[config.mk]
export PLATFORM = sky130hd
export DESIGN_NAME = dec_queue
export DESIGN_NICKNAME = d
export VERILOG_FILES = /design/src/rtl/dec_queue.sv
export SDC_FILE = /design/constraint.sdc
export NUM_CORES = 1
export LEC_CHECK = 0
export ABC_CLOCK_PERIOD_IN_PS = 27300
export BUFFER_PORTS_ARGS = -buffer_cell sky130_fd_sc_hd__buf_2
export CORE_UTILIZATION = 65
export DETAILED_ROUTE_END_ITERATION = 10
export GPL_TIMING_DRIVEN = 0
export HOLD_SLACK_MARGIN = 0.03
export PLACE_DENSITY = 0.9
export SYNTH_ARGS = -nofsm -noshare
export SYNTH_HDL_FRONTEND = slang
export SYNTH_SLANG_ARGS = --single-unit
[constraint.sdc]
create_clock -name clk -period 27.3 [get_ports clk]
set_input_delay 0 -clock clk [delete_from_list [all_inputs] [get_ports clk]]
set_output_delay 0 -clock clk [all_outputs]
set_load 0.05 [all_outputs]
[src/rtl/dec_queue.sv]
// Decoded-op FIFO between the decoder and dispatch. The decoder writes with active-low
// dec_e_, dispatch reads the head with active-low deq_, and is_full gives early back-pressure.
module dec_queue #(
   parameter int DEPTH = 8,
   parameter int ENT   = 128,
   parameter int SLACK = 1,
   localparam int CNT_W = $clog2(DEPTH) + 1
) (
   input  logic             clk,
   input  logic             reset,
   input  logic             flush,
   input  logic             dec_e_,
   input  logic [ENT-1:0]   dec_ent,
   output logic             is_full,
   output logic             que_e_,
   output logic [ENT-1:0]   que_ent,
   input  logic             deq_,
   output logic [CNT_W-1:0] count,
   output logic             overflow
);
   localparam int PTR_W = $clog2(DEPTH);
   localparam logic [CNT_W-1:0] DEPTH_C = CNT_W'(DEPTH);
   localparam logic [CNT_W-1:0] SLACK_C = CNT_W'(SLACK);

   // Handshake: an op moves on a rising edge when its active-low strobe is low and the
   // side can take it (push: room or a same-cycle pop; pop: queue not empty).
   logic [ENT-1:0]   mem_q [DEPTH];
   logic [PTR_W-1:0] wr_ptr_q, wr_ptr_d;
   logic [PTR_W-1:0] rd_ptr_q, rd_ptr_d;
   logic [CNT_W-1:0] count_q, count_d;
   logic             overflow_q, overflow_d;
   logic             push, pop;

   always_comb begin
      pop        = !deq_ && (count_q != '0);
      push       = !dec_e_ && ((count_q != DEPTH_C) || pop);
      wr_ptr_d   = wr_ptr_q;
      rd_ptr_d   = rd_ptr_q;
      count_d    = count_q;
      // A dropped write is an error that must survive a flush; only reset clears it.
      overflow_d = overflow_q | (!dec_e_ && (count_q == DEPTH_C) && !pop);
      if (flush) begin
         wr_ptr_d = '0;
         rd_ptr_d = '0;
         count_d  = '0;
      end else begin
         if (push) wr_ptr_d = wr_ptr_q + PTR_W'(1);
         if (pop)  rd_ptr_d = rd_ptr_q + PTR_W'(1);
         case ({push, pop})
            2'b10:   count_d = count_q + CNT_W'(1);
            2'b01:   count_d = count_q - CNT_W'(1);
            default: count_d = count_q;
         endcase
      end
   end

   always_ff @(posedge clk or posedge reset) begin
      if (reset) begin
         wr_ptr_q   <= '0;
         rd_ptr_q   <= '0;
         count_q    <= '0;
         overflow_q <= 1'b0;
      end else begin
         wr_ptr_q   <= wr_ptr_d;
         rd_ptr_q   <= rd_ptr_d;
         count_q    <= count_d;
         overflow_q <= overflow_d;
      end
   end

   // Storage is not reset; the head is only meaningful while que_e_ is low.
   always_ff @(posedge clk) begin
      if (push && !flush) mem_q[wr_ptr_q] <= dec_ent;
   end

   assign que_e_   = (count_q == '0);
   assign que_ent  = mem_q[rd_ptr_q];
   assign count    = count_q;
   assign overflow = overflow_q;
   assign is_full  = (DEPTH_C - count_q) <= SLACK_C;

endmodule

# After elaboration in Yosys (flattened, before gate mapping)

Memories as Yosys holds them, arrays and structs flattened.
Index checks and enable logic that the tools add are counted.

Output and inout bits: 135
Logic and storage cells: 39
Bits in registers: 11
Memories kept: 1
Input bits: 133
Memory bits (writable): 1024

Memory list:

| memory | words | bits a word | read ports | clocked after Yosys merged registers in | wr ports | line | source |
|---|---|---|---|---|---|---|---|
| mem_q  | 8     | 128         | 1          | 0                                       | 1        | 27   | `logic [ENT-1:0] mem_q [DEPTH];` |

Mux-type cells: 8
$add $sub $neg: 5
Bitwise gates (word level): 1
Eq/ne operators: 4
Reduce and logical (&&, ||, !) cells: 15
Magnitude comparators: 1

Operator list:

| cell                                                                  | count |
|---|---|
| 3-bit 2-to-1 mux                                                      | 4 |
| 4-bit case mux with 2 select lines                                    | 1 |
| 3-bit by 1-bit adder with 3-bit output, second input constant         | 2 |
| 1-bit logical AND                                                     | 5 |
| 4-bit by 1-bit adder with 4-bit output, second input constant         | 1 |
| 4-bit equality test, second input constant                            | 1 |
| 4-bit by 1-bit <= comparator with 1-bit output, second input constant | 1 |
| 1-bit logical NOT                                                     | 4 |
| 4-bit logical NOT                                                     | 1 |
| 4-bit 2-to-1 mux                                                      | 1 |
| 4-bit != test, second input constant                                  | 1 |
| 2-bit nonzero test                                                    | 2 |
| 4-bit nonzero test                                                    | 1 |
| 4-bit by 1-bit subtractor with 4-bit output, second input constant    | 1 |
| 4-bit subtractor, first input constant                                | 1 |
| 3-bit nonzero test                                                    | 1 |
| 2-bit by 1-bit equality test with 1-bit output, second input constant | 1 |
| 2-bit equality test, second input constant                            | 1 |
| 1-bit 2-to-1 mux                                                      | 2 |
| 1-bit logical OR                                                      | 1 |
| 1-bit bitwise OR                                                      | 1 |

# Longest topological paths before layout

Depth after elaboration: 7
Mapped depth: 10
Mapped depth without buffers: 9

# Least setup slack after synthesis

OpenSTA, ideal clock, no wires.

Path type: reg2reg
Start point: register count_q[1], in the netlist count[1]
End point: memory mem_q[0][0] (enable)
Setup time: 0.943 ns
Cell stages (with the launch flop): 6
Arrival time: 13.541 ns
Path buffers: 1
Clock period less this slack: 14.485 ns
Required time: 26.357 ns
Setup slack: 12.815 ns
Cells stage by stage: dfrtp_1 -> buf_2 -> nor3_4 -> a31oi_1 -> nand2b_1 -> nor4_1

Word-level cells in the longest chain between the ends: 7
Elaborated cells on any way between the ends: 8
Classes of those cells: 1 x eq/ne; 2 x mux; 5 x reduce/logical

RTL lines:

| item                                     | line | source |
|---|---|---|
| start, declared                          | 30   | `logic [CNT_W-1:0] count_q, count_d;` |
| start signal, assigned                   | 66   | `count_q <= count_d;` |
| 4-bit nonzero test                       | 35   | `pop = !deq_ && (count_q != '0);` |
| 1-bit logical AND                        | 35   |  |
| 1-bit logical OR *                       | 36   | `push = !dec_e_ && ((count_q != DEPTH_C) \|\| pop);` |
| 1-bit logical AND *                      | 36   |  |
| 1-bit logical AND *                      | 73   | `if (push && !flush) mem_q[wr_ptr_q] <= dec_ent;` |
| 1-bit 2-to-1 mux *                       | 73   |  |
| 1-bit 2-to-1 mux (implied by the code) * | 73   |  |
| end, declared                            | 27   |  |

Every way passes the cells marked *; elsewhere a longest branch is shown, timed or not.

# Worst setup path in the final report

Start point: register count_q[0], in the netlist count[0]
End point: memory mem_q[0][72] (enable)

Same word-level chain as after synthesis.

==> out/results.txt <==
Run status = finished with violations
Failing checks = DRC
Worst Setup Path Type = flip-flop to flip-flop
VDD IR max = 104 uV
Global-route wire length before repair = 133 mm
Setup bufs post-CTS = 0
Commonest non-fill, non-tap cell in the layout = edfxtp_1
Crit end category = flip-flop
Main flop type after synthesis = edfxtp_1
P_int = 2.79 mW
Sum Neg Setup Slack = 0 ps
Initial DRC count = 2322
Cts bufs inserted = 99
H-tree Lvls = 3
Clk network pwr share = 34.3%
Psw = 1.03 mW
Fmax = 0.236 GHz
Number of global-route vias before repair = 20.8k
Count of final setup violators = 0
Post-layout util = 79.4%
Worst Path Max Fanout = 9
Io pins = 268
Synthesis-stage register bit count = 1035
Combinational Power Share = 19.0%
Max-slew violations = 0
Critical Path Source = count[0]
CP Launch Type = flip-flop
Slew headroom = 15.0%
Rows = 89
Ys async rst share = 1.06%
Vias per cell = 6.45
Worst Setup Slack, final = 23060 ps
Final Critical Period = 4240 ps
First-pass detailed-route iteration total = 8
Mapped Nets = 1710
Average wire per standard cell = 30.4 microns
Ys Warns = 0
Area growth syn-to-layout = 20.2%
Worst Path Required = 27660 ps
Initial core utilization = 66.1%
Fin Clk Skew = 41.9 ps
Tightest Pin Transition = 1280 ps
Core area = 0.0594 sq mm
CTS Buffer Depth = 3
GRT Overall Usage = 30.8%
Worst reg2reg setup slack = 23060 ps
Commonest non-fill, non-tap cells in the layout = edfxtp_1, buf_2, mux4_2, dlygate4sd3_1, mux2_2
Leakage power = 15.3 nW
Largest net degree at the start of global routing = 27
Cell Area, Synth = 0.0392 sq mm
Die Y = 248 microns
Hold Path Class = primary input to flip-flop
Final net count = 2291
Buffers added on ports = 267
Residual DRC count = 18
Max cap viols = 0
PwrDens = 81.2 mW/mm^2
Sequential area share after synthesis = 79.1%
Die ar. = 0.0613 sq mm
Critical R2R Capture = mem_q[0][72]
CTS clk-pin slew, worst paths = 70 ps
Count of different cell masters after synthesis = 35
Grt total ovfl = 0
Final Cycle Share = 15.5%
WHS Endpoint = mem_q[6][80]
Worst hold path depth = 2
Crit path arrival time = 4600 ps
Total number of vias = 19.4k
Initial antenna violation count = 5
CTS root buf = clkbuf_16
Switching Fraction = 27.0%
RSZ-0062 raised after global routing = false
Avg Inst Size Synth = 24.9 sq um
Hold Crit Start = dec_ent[80]
R2R Path Start = count[0]
Power, Total = 3.83 mW
Count of flip-flops with a built-in enable after synthesis = 1024
CTS tree = done
Final WL = 91.4 mm
Post-Place Worst Slack = 23440 ps
Hpwl dp = 52.3 mm
Layout cells sized above 1 = 40.7%
Flop pwr share = 46.6%
Clock sinks = 1035
Die width = 248 microns
RePlAce Congestion = 0.788
Worst-skew pair later-pin latency = 680 ps
FF-to-FF path depth = 10
Hold Vio Cnt, Final = 0
Cell count after synthesis = 1573
Routed Antenna Nets = 0
[per-layer routing]
metal	up-vias	routed length (microns)	track usage (%)
met2	1092	47000	51.5
met4	8	3090	11.1
met3	245	8010	6.49
met5	-	47	0
met1	10200	33300	40.6
li1	7923	-	-
[through the flow]
stage	hold slack, ps	instance area, sq um	instances
final	150	47100	3011
after global routing	128	47100	3011
after CTS	95.0	47100	3010
after detailed placement	13.9	42700	2692
after global placement	10.3	41500	2613
after floorplan	-148	39200	1573
[cell usage after synthesis (5+ instances only)]
master	count	area, sq um
edfxtp_1	1024	30700
mux4_2	256	5770
mux2_2	129	1450
clkbuf_1	27	101
buf_6	26	293
nor2_1	17	63.8
buf_1	16	60.1
dfrtp_1	11	275
nand2_1	11	41.3
buf_2	8	40.0
a21oi_1	5	25.0
inv_1	5	18.8
[worst max-delay path by stage]
stage / end / cells after the start
after CTS: mem_q[0][70] / 11
final: mem_q[0][72] / 10
after global placement: mem_q[1][78] / 4
after detailed placement: mem_q[0][78] / 11
after floorplan: mem_q[0][0] / 5
after global routing: mem_q[0][65] / 10
[power groups by stage]
stage | clock network [mW] | registers (mW) | logic (mW)
floorplan | 0 | 1.83 | 0.519
global placement | 0 | 1.83 | 0.675
detailed placement | 0 | 1.82 | 0.700
CTS | 1.32 | 1.78 | 0.728
global route | 1.38 | 1.78 | 0.761
finish | 1.31 | 1.78 | 0.729
[flip-flops by register name, indices dropped and copies added (netlist names)]
signal / count
count: 4
mem_q: 1024
overflow: 1
rd_ptr_q: 3
wr_ptr_q: 3
[what timing repair did]
action / in CTS / in global routing
resized for setup: 0 / 0
endpoints found under the hold margin: 1064 / 0
hold buffers: 134 / 0
[cell families after synthesis]
family / share of synthesized area [%]
XOR/XNOR: 0.112
multiplexers: 18.5
buffers and inverters: 1.31
AO/OA/AOI/OAI: 0.255
adder cells (fa/ha/maj): 0.128
flip-flops: 79.1
AND/OR/NAND/NOR: 0.606
[worst max-delay path, stage by stage, from the launching register on]
cell and delay [ps]:
dfrtp_1 620, nor3_4 140, a31oi_1 500, nand2b_1 410
nor4_2 920, buf_4 330, buf_6 170, buf_4 200
buf_4 200, buf_4 210, buf_4 210
[layout make-up]
class / count / area (sq um)
antenna: 1 / 2.50
timing repair buffer: 480 / 3820
buffer: 77 / 494
multi-input combinational: 456 / 7730
sequential: 1035 / 31000
clock inverter: 65 / 509
inverter: 5 / 18.8
clock buffer: 119 / 2580
tap: 773 / 967
fill: 2738 / 12200
(Power assumes the default switching activity.)
